<file path="config.mk">
export PLATFORM = sky130hd
export DESIGN_NAME = axi_wr_arbiter
export DESIGN_NICKNAME = d
export VERILOG_FILES = /design/src/rtl/axi_pkg.sv /design/src/rtl/rr_pick2.sv /design/src/rtl/axi_wr_arbiter.sv
export SDC_FILE = /design/constraint.sdc
export NUM_CORES = 1
export LEC_CHECK = 0
export ABC_AREA = 0
export BUFFER_PORTS_ARGS = -buffer_cell sky130_fd_sc_hd__buf_2
export CORE_AREA = 2 2 113 115
export CTS_CLUSTER_DIAMETER = 80
export DETAILED_ROUTE_END_ITERATION = 8
export DIE_AREA = 0 0 115 117
export GPL_TIMING_DRIVEN = 0
export RECOVER_POWER = 100
export SETUP_SLACK_MARGIN = 0.02
export SLEW_MARGIN = 20
export SYNTH_ARGS = -nofsm -noshare
export SYNTH_HDL_FRONTEND = slang
export SYNTH_SLANG_ARGS = --single-unit
export TNS_END_PERCENT = 20
</file>
<file path="constraint.sdc">
create_clock -name aclk_i -period 2.27 [get_ports aclk_i]
set_input_delay 0.681 -clock aclk_i [delete_from_list [all_inputs] [get_ports aclk_i]]
set_output_delay 0.681 -clock aclk_i [all_outputs]
set_load 0.01 [all_outputs]
</file>
<file path="src/rtl/axi_pkg.sv">
// rtl/axi_pkg.sv - shared AXI3 write-path widths and enumerations
package axi_pkg;

    localparam int ID_W    = 4;
    localparam int LEN_W   = 4;
    localparam int SIZE_W  = 3;
    localparam int BURST_W = 2;
    localparam int STRB_W  = 4;
    localparam int RESP_W  = 2;

    typedef enum logic [1:0] {
        FIXED = 2'd0,
        INCR  = 2'd1,
        WRAP  = 2'd2
    } burst_t;

    typedef enum logic [1:0] {
        IDLE = 2'd0,
        ADDR = 2'd1,
        DATA = 2'd2,
        RESP = 2'd3
    } wr_arb_state_t;

    typedef enum logic [1:0] {
        OKAY   = 2'd0,
        EXOKAY = 2'd1,
        SLVERR = 2'd2,
        DECERR = 2'd3
    } resp_t;

endpackage

</file>
<file path="src/rtl/rr_pick2.sv">
// rtl/rr_pick2.sv - combinational two-way round-robin picker
// A lone requester always wins; on a tie the prio input decides.
module rr_pick2 (
    input  logic [1:0] req_i,
    input  logic       prio_i,
    output logic       gnt_idx_o,
    output logic       any_o
);

    always_comb begin
        any_o     = |req_i;
        gnt_idx_o = (req_i == 2'b11) ? prio_i : req_i[1];
    end

endmodule

</file>
<file path="src/rtl/axi_wr_arbiter.sv">
// rtl/axi_wr_arbiter.sv - two-master round-robin arbiter for a shared AXI3 write port
// One complete AW/W/B transaction owns the slave port at a time.
module axi_wr_arbiter
    import axi_pkg::*;
#(
    parameter int NM = 2,
    parameter int DW = 32,
    parameter int AW = 32
) (
    input  logic                           aclk_i,
    input  logic                           areset_i,
    input  logic [NM-1:0][ID_W-1:0]        m_awid_i,
    input  logic [NM-1:0][AW-1:0]          m_awaddr_i,
    input  logic [NM-1:0][LEN_W-1:0]       m_awlen_i,
    input  logic [NM-1:0][SIZE_W-1:0]      m_awsize_i,
    input  logic [NM-1:0][BURST_W-1:0]     m_awburst_i,
    input  logic [NM-1:0]                  m_awvalid_i,
    output logic [NM-1:0]                  m_awready_o,
    input  logic [NM-1:0][ID_W-1:0]        m_wid_i,
    input  logic [NM-1:0][DW-1:0]          m_wdata_i,
    input  logic [NM-1:0][STRB_W-1:0]      m_wstrb_i,
    input  logic [NM-1:0]                  m_wlast_i,
    input  logic [NM-1:0]                  m_wvalid_i,
    output logic [NM-1:0]                  m_wready_o,
    output logic [ID_W-1:0]                m_bid_o,
    output logic [RESP_W-1:0]              m_bresp_o,
    output logic [NM-1:0]                  m_bvalid_o,
    input  logic [NM-1:0]                  m_bready_i,
    output logic [ID_W-1:0]                s_awid_o,
    output logic [AW-1:0]                  s_awaddr_o,
    output logic [LEN_W-1:0]               s_awlen_o,
    output logic [SIZE_W-1:0]              s_awsize_o,
    output logic [BURST_W-1:0]             s_awburst_o,
    output logic                           s_awvalid_o,
    input  logic                           s_awready_i,
    output logic [ID_W-1:0]                s_wid_o,
    output logic [DW-1:0]                  s_wdata_o,
    output logic [STRB_W-1:0]              s_wstrb_o,
    output logic                           s_wlast_o,
    output logic                           s_wvalid_o,
    input  logic                           s_wready_i,
    input  logic [ID_W-1:0]                s_bid_i,
    input  logic [RESP_W-1:0]              s_bresp_i,
    input  logic                           s_bvalid_i,
    output logic                           s_bready_o,
    output logic                           grant_o,
    output logic                           busy_o,
    output logic                           len_err_o
);

    wr_arb_state_t    r_state;
    wr_arb_state_t    w_state_nxt;
    logic             r_grant;
    logic             r_prio;
    logic [LEN_W-1:0] r_beat;
    logic [LEN_W-1:0] r_len;
    logic             w_pick;
    logic             w_any;
    logic             w_aw_hs;
    logic             w_w_hs;
    logic             w_b_hs;

    rr_pick2 u_pick (
        .req_i     (m_awvalid_i[1:0]),
        .prio_i    (r_prio),
        .gnt_idx_o (w_pick),
        .any_o     (w_any)
    );

    assign grant_o = r_grant;
    assign busy_o  = (r_state != IDLE);

    // Every channel is gated by state so idle/foreign channels read as all-zero.
    always_comb begin
        w_state_nxt = r_state;
        w_aw_hs     = 1'b0;
        w_w_hs      = 1'b0;
        w_b_hs      = 1'b0;
        m_awready_o = '0;
        m_wready_o  = '0;
        m_bvalid_o  = '0;
        m_bid_o     = '0;
        m_bresp_o   = '0;
        s_awid_o    = '0;
        s_awaddr_o  = '0;
        s_awlen_o   = '0;
        s_awsize_o  = '0;
        s_awburst_o = '0;
        s_awvalid_o = 1'b0;
        s_wid_o     = '0;
        s_wdata_o   = '0;
        s_wstrb_o   = '0;
        s_wlast_o   = 1'b0;
        s_wvalid_o  = 1'b0;
        s_bready_o  = 1'b0;
        len_err_o   = 1'b0;
        case (r_state)
            IDLE: begin
                if (w_any) w_state_nxt = ADDR;
            end
            ADDR: begin
                s_awid_o             = m_awid_i[r_grant];
                s_awaddr_o           = m_awaddr_i[r_grant];
                s_awlen_o            = m_awlen_i[r_grant];
                s_awsize_o           = m_awsize_i[r_grant];
                s_awburst_o          = m_awburst_i[r_grant];
                s_awvalid_o          = m_awvalid_i[r_grant];
                m_awready_o[r_grant] = s_awready_i;
                w_aw_hs              = m_awvalid_i[r_grant] & s_awready_i;
                if (w_aw_hs) w_state_nxt = DATA;
            end
            DATA: begin
                s_wid_o             = m_wid_i[r_grant];
                s_wdata_o           = m_wdata_i[r_grant];
                s_wstrb_o           = m_wstrb_i[r_grant];
                s_wlast_o           = m_wlast_i[r_grant];
                s_wvalid_o          = m_wvalid_i[r_grant];
                m_wready_o[r_grant] = s_wready_i;
                w_w_hs              = m_wvalid_i[r_grant] & s_wready_i;
                if (w_w_hs) begin
                    // Flags both a short burst (early WLAST) and a long one (missing WLAST).
                    len_err_o = m_wlast_i[r_grant] ? (r_beat != r_len) : (r_beat == r_len);
                    if (m_wlast_i[r_grant]) w_state_nxt = RESP;
                end
            end
            RESP: begin
                m_bvalid_o[r_grant] = s_bvalid_i;
                m_bid_o             = s_bid_i;
                m_bresp_o           = s_bresp_i;
                s_bready_o          = m_bready_i[r_grant];
                w_b_hs              = s_bvalid_i & m_bready_i[r_grant];
                if (w_b_hs) w_state_nxt = IDLE;
            end
            default: w_state_nxt = IDLE;
        endcase
    end

    always_ff @(posedge aclk_i) begin
        if (areset_i) r_state <= IDLE;
        else          r_state <= w_state_nxt;
    end

    always_ff @(posedge aclk_i) begin
        if (areset_i) begin
            r_grant <= 1'b0;
            r_prio  <= 1'b0;
            r_beat  <= '0;
            r_len   <= '0;
        end else begin
            if (r_state == IDLE && w_any) r_grant <= w_pick;
            if (w_aw_hs) begin
                r_len  <= m_awlen_i[r_grant];
                r_beat <= '0;
            end
            if (w_w_hs) r_beat <= r_beat + 1'b1;
            if (w_b_hs) r_prio <= ~r_grant;
        end
    end

endmodule

</file>
==> results.md <==
- Outcome: complete, no violations
- Core area: 0.0123 mm²
- Crit start category: register
- Synth Area per Inst: 8.00 µm²
- Crit share post-route: 96.4%
- Worst setup margin: 0.0824 ns
- Total GRT Usage: 14.2%
- Max-cap violations: 0
- Routed Antenna Nets: 0
- Pin count of the biggest net entering global routing: 11
- Async SR Flop Fraction: 0%
- Clock Skew: 0.00135 ns
- Pre-CTS setup slack: -0.392 ns
- Die width: 115 µm
- Number of flops mapped to enable cells by yosys: 0
- Fill count: 1,346
- Vias: 3,181
- Synth cell count leaders: 89 x mux2i_1, 87 x nor2b_1, 12 x dfxtp_1, 12 x nor2_1, 11 x clkbuf_1
- Crit path largest cell delay: 0.33 ns
- Drt pass-1 iters: 4
- WL per Instance: 14.8 µm
- CTS tree: done
- Final setup viols: 0
- Worst hold-check path type: reg -> reg
- DR WL met2: 5760 µm
- Met1 Wirelength: 4370 µm
- IO Pins: 293
- Initial drt markers: 70
- Req. time, crit path: 1.59 ns
- Number of global-route vias before repair: 2,884
- Unrepaired setup endpoints after global routing: true
- Main combinational cell family by area after synthesis: multiplexers
- Slew headroom: 44.6%
- FF+latch area: 246 µm²
- Max layer used: met4
- Distinct cells, synth: 30
- GRT overflow: 0
- First-pass GRT wire length: 14,900 µm
- Top post-synthesis cells by area: mux2i_1 38%, nor2b_1 23%, dfxtp_1 10%
- Row count: 41
- Post-synth top area cell: mux2i_1
- Ratio of cells with drive above 1 in the final layout: 53.3%
- DP Area: 0.00399 mm²
- Total die area: 0.0135 mm²
- Setup CP Type: reg -> out
- Slowest stage cell, crit path: dfxtp_2
- Data arrival, critical path: 1.51 ns
- Multi-input gate area: 0.00207 mm²
- Setup TNS: 0 ns
- Final net count: 792
- Peak Freq: 457 MHz
- Peak VDD IR: 428 µV
- Leakage: 2.13 nW
- Met3 WL: 811 µm
- Post-Synth XOR/XNOR Area: 1.87%
- Initial antenna violation count: 1
- Sink Count: 12
- Num CTS Buffers: 3
- Initial Util: 19.0%
- Pwr Density: 719 mW/mm²
- CTS hold repair buffers: 0
- Critical path buffers and inverters: 4
- Ys Warns: 0
- Design Area, Final: 0.00434 mm²
- Mapped Area: 0.00234 mm²
- Hold WS: 0.521 ns
- Crit path time final: 2.19 ns
- Post-detailed-route DRC marker count: 0
- Sequential area share after synthesis: 10.3%
- Cells after Synth: 293
- RD Place Congestion: 0.784
- #FFs+latches synth: 12
- Detailed placer's ending HPWL: 9230 µm
- Most common cell in the netlist: mux2i_1
- Slew @ Worst Pin: 0.810 ns
- Cells along the critical path: buf_6 -> buf_8 -> buf_12 -> mux2i_1 -> nor2b_1 -> buf_2
- Vias per cell: 4.26
- Fin. Hold Viols: 0
- Critical Path End Type: primary output
- Adder-Cell Fraction of Synth Area: 3.74%
- Mapped Nets: 489
- Compound-Gate Fraction of Synth Area: 5.93%
- Top cell type's share of synthesized area: 38.0%
- Die H: 117 µm
- Clock tree buffer depth: 2
- Slew Viols, Final: 0
- CP Max Fanout: 10
- Port-buffer cells: 292
- Multiplexer area fraction after synthesis: 39.3%
- Clock slew at reported path FFs: 0.05 ns
- Cell family contributing the most delay on the critical path: buffers and inverters
- Simple-gate share of the synthesized area: 33.8%
- DRT Wirelength: 11,100 µm
- H-tree levels: 1
- Area growth from synthesis to layout: 85.1%
- Main synth FF type: dfxtp_1
- Worst-skew pair later-pin latency: 0.25 ns
- Root Driver: clkbuf_16
==> stage by stage <==
stage | std cells | power [W] | util, %
after floorplan | 293 | 0.00166 | -
after global placement | 735 | 0.00252 | 32.4
after detailed placement | 735 | 0.00252 | 32.4
after CTS | 739 | 0.00309 | 34.3
after global routing | 746 | 0.00337 | 35.2
final | 746 | 0.00312 | 35.2
==> path summary, 6_finish.rpt <==
path,to,slack [ns],start,cells past startpoint
min reg2reg,r_state[0],0.52,r_state[0],2
max reg2reg,r_state[0],0.34,grant_o,6
min,r_state[0],0.52,r_state[0],2
max,s_awaddr_o[6],0.08,grant_o,6
==> cells by family after synthesis <==
logic type               Yosys count
AO/OA/AOI/OAI                     17
XOR/XNOR                           5
adder cells (fa/ha/maj)            7
buffers and inverters             26
flip-flops                        12
multiplexers                      91
AND/OR/NAND/NOR                  135
==> power breakdown <==
group          switching, W  total [W]  internal (W)
clock network      0.000103   0.000370      0.000267
registers         0.0000451   0.000298      0.000253
logic               0.00121    0.00245       0.00124
total               0.00136    0.00312       0.00176
==> per-layer routing <==
metal / GRT usage (%) / vias to the layer above
li1: - / 1605
met1: 17.3 / 1432
met2: 26.7 / 135
met3: 1.39 / 9
met4: 3.45 / 0
met5: 0 / -
==> flip-flops by register name, indices dropped and copies added, names as in the netlist <==
| register | count |
|---|---|
| r_beat | 4 |
| r_len | 4 |
| r_state | 2 |
| grant_o | 1 |
| r_prio | 1 |
==> worst register-to-register path: stages, from the launching register on <==
cell and delay, ns:
dfxtp_2 0.32, buf_6 0.13, buf_4 0.15, mux2_4 0.22, nand2_1 0.05, a2111oi_0 0.73, mux2i_1 0.25
==> layout make-up <==
type	instances	area share, %
well taps	150	4.33
diodes	1	0.0577
flip-flops and latches	12	5.68
repair buffers	298	33.8
multi-input cells	255	47.7
inverters	4	0.346
plain buffers	22	6.03
clock buffers	4	2.05
==> layout by cell type (no fill, tap or decap), drive strengths merged, types with 6 or more instances in the layout <==
master,count
dfxtp,12
and2,9
buf,251
clkbuf,73
nand2b,6
nor2b,87
ha,7
nor2,12
nand2,7
nand3,8
mux2i,89
==> what timing repair did <==
action / in CTS / in global routing
setup endpoints to repair: 91 / 80
setup buffers: 0 / 6
gates resized for setup: 47 / 45
Power figures use the tool's default switching activity.
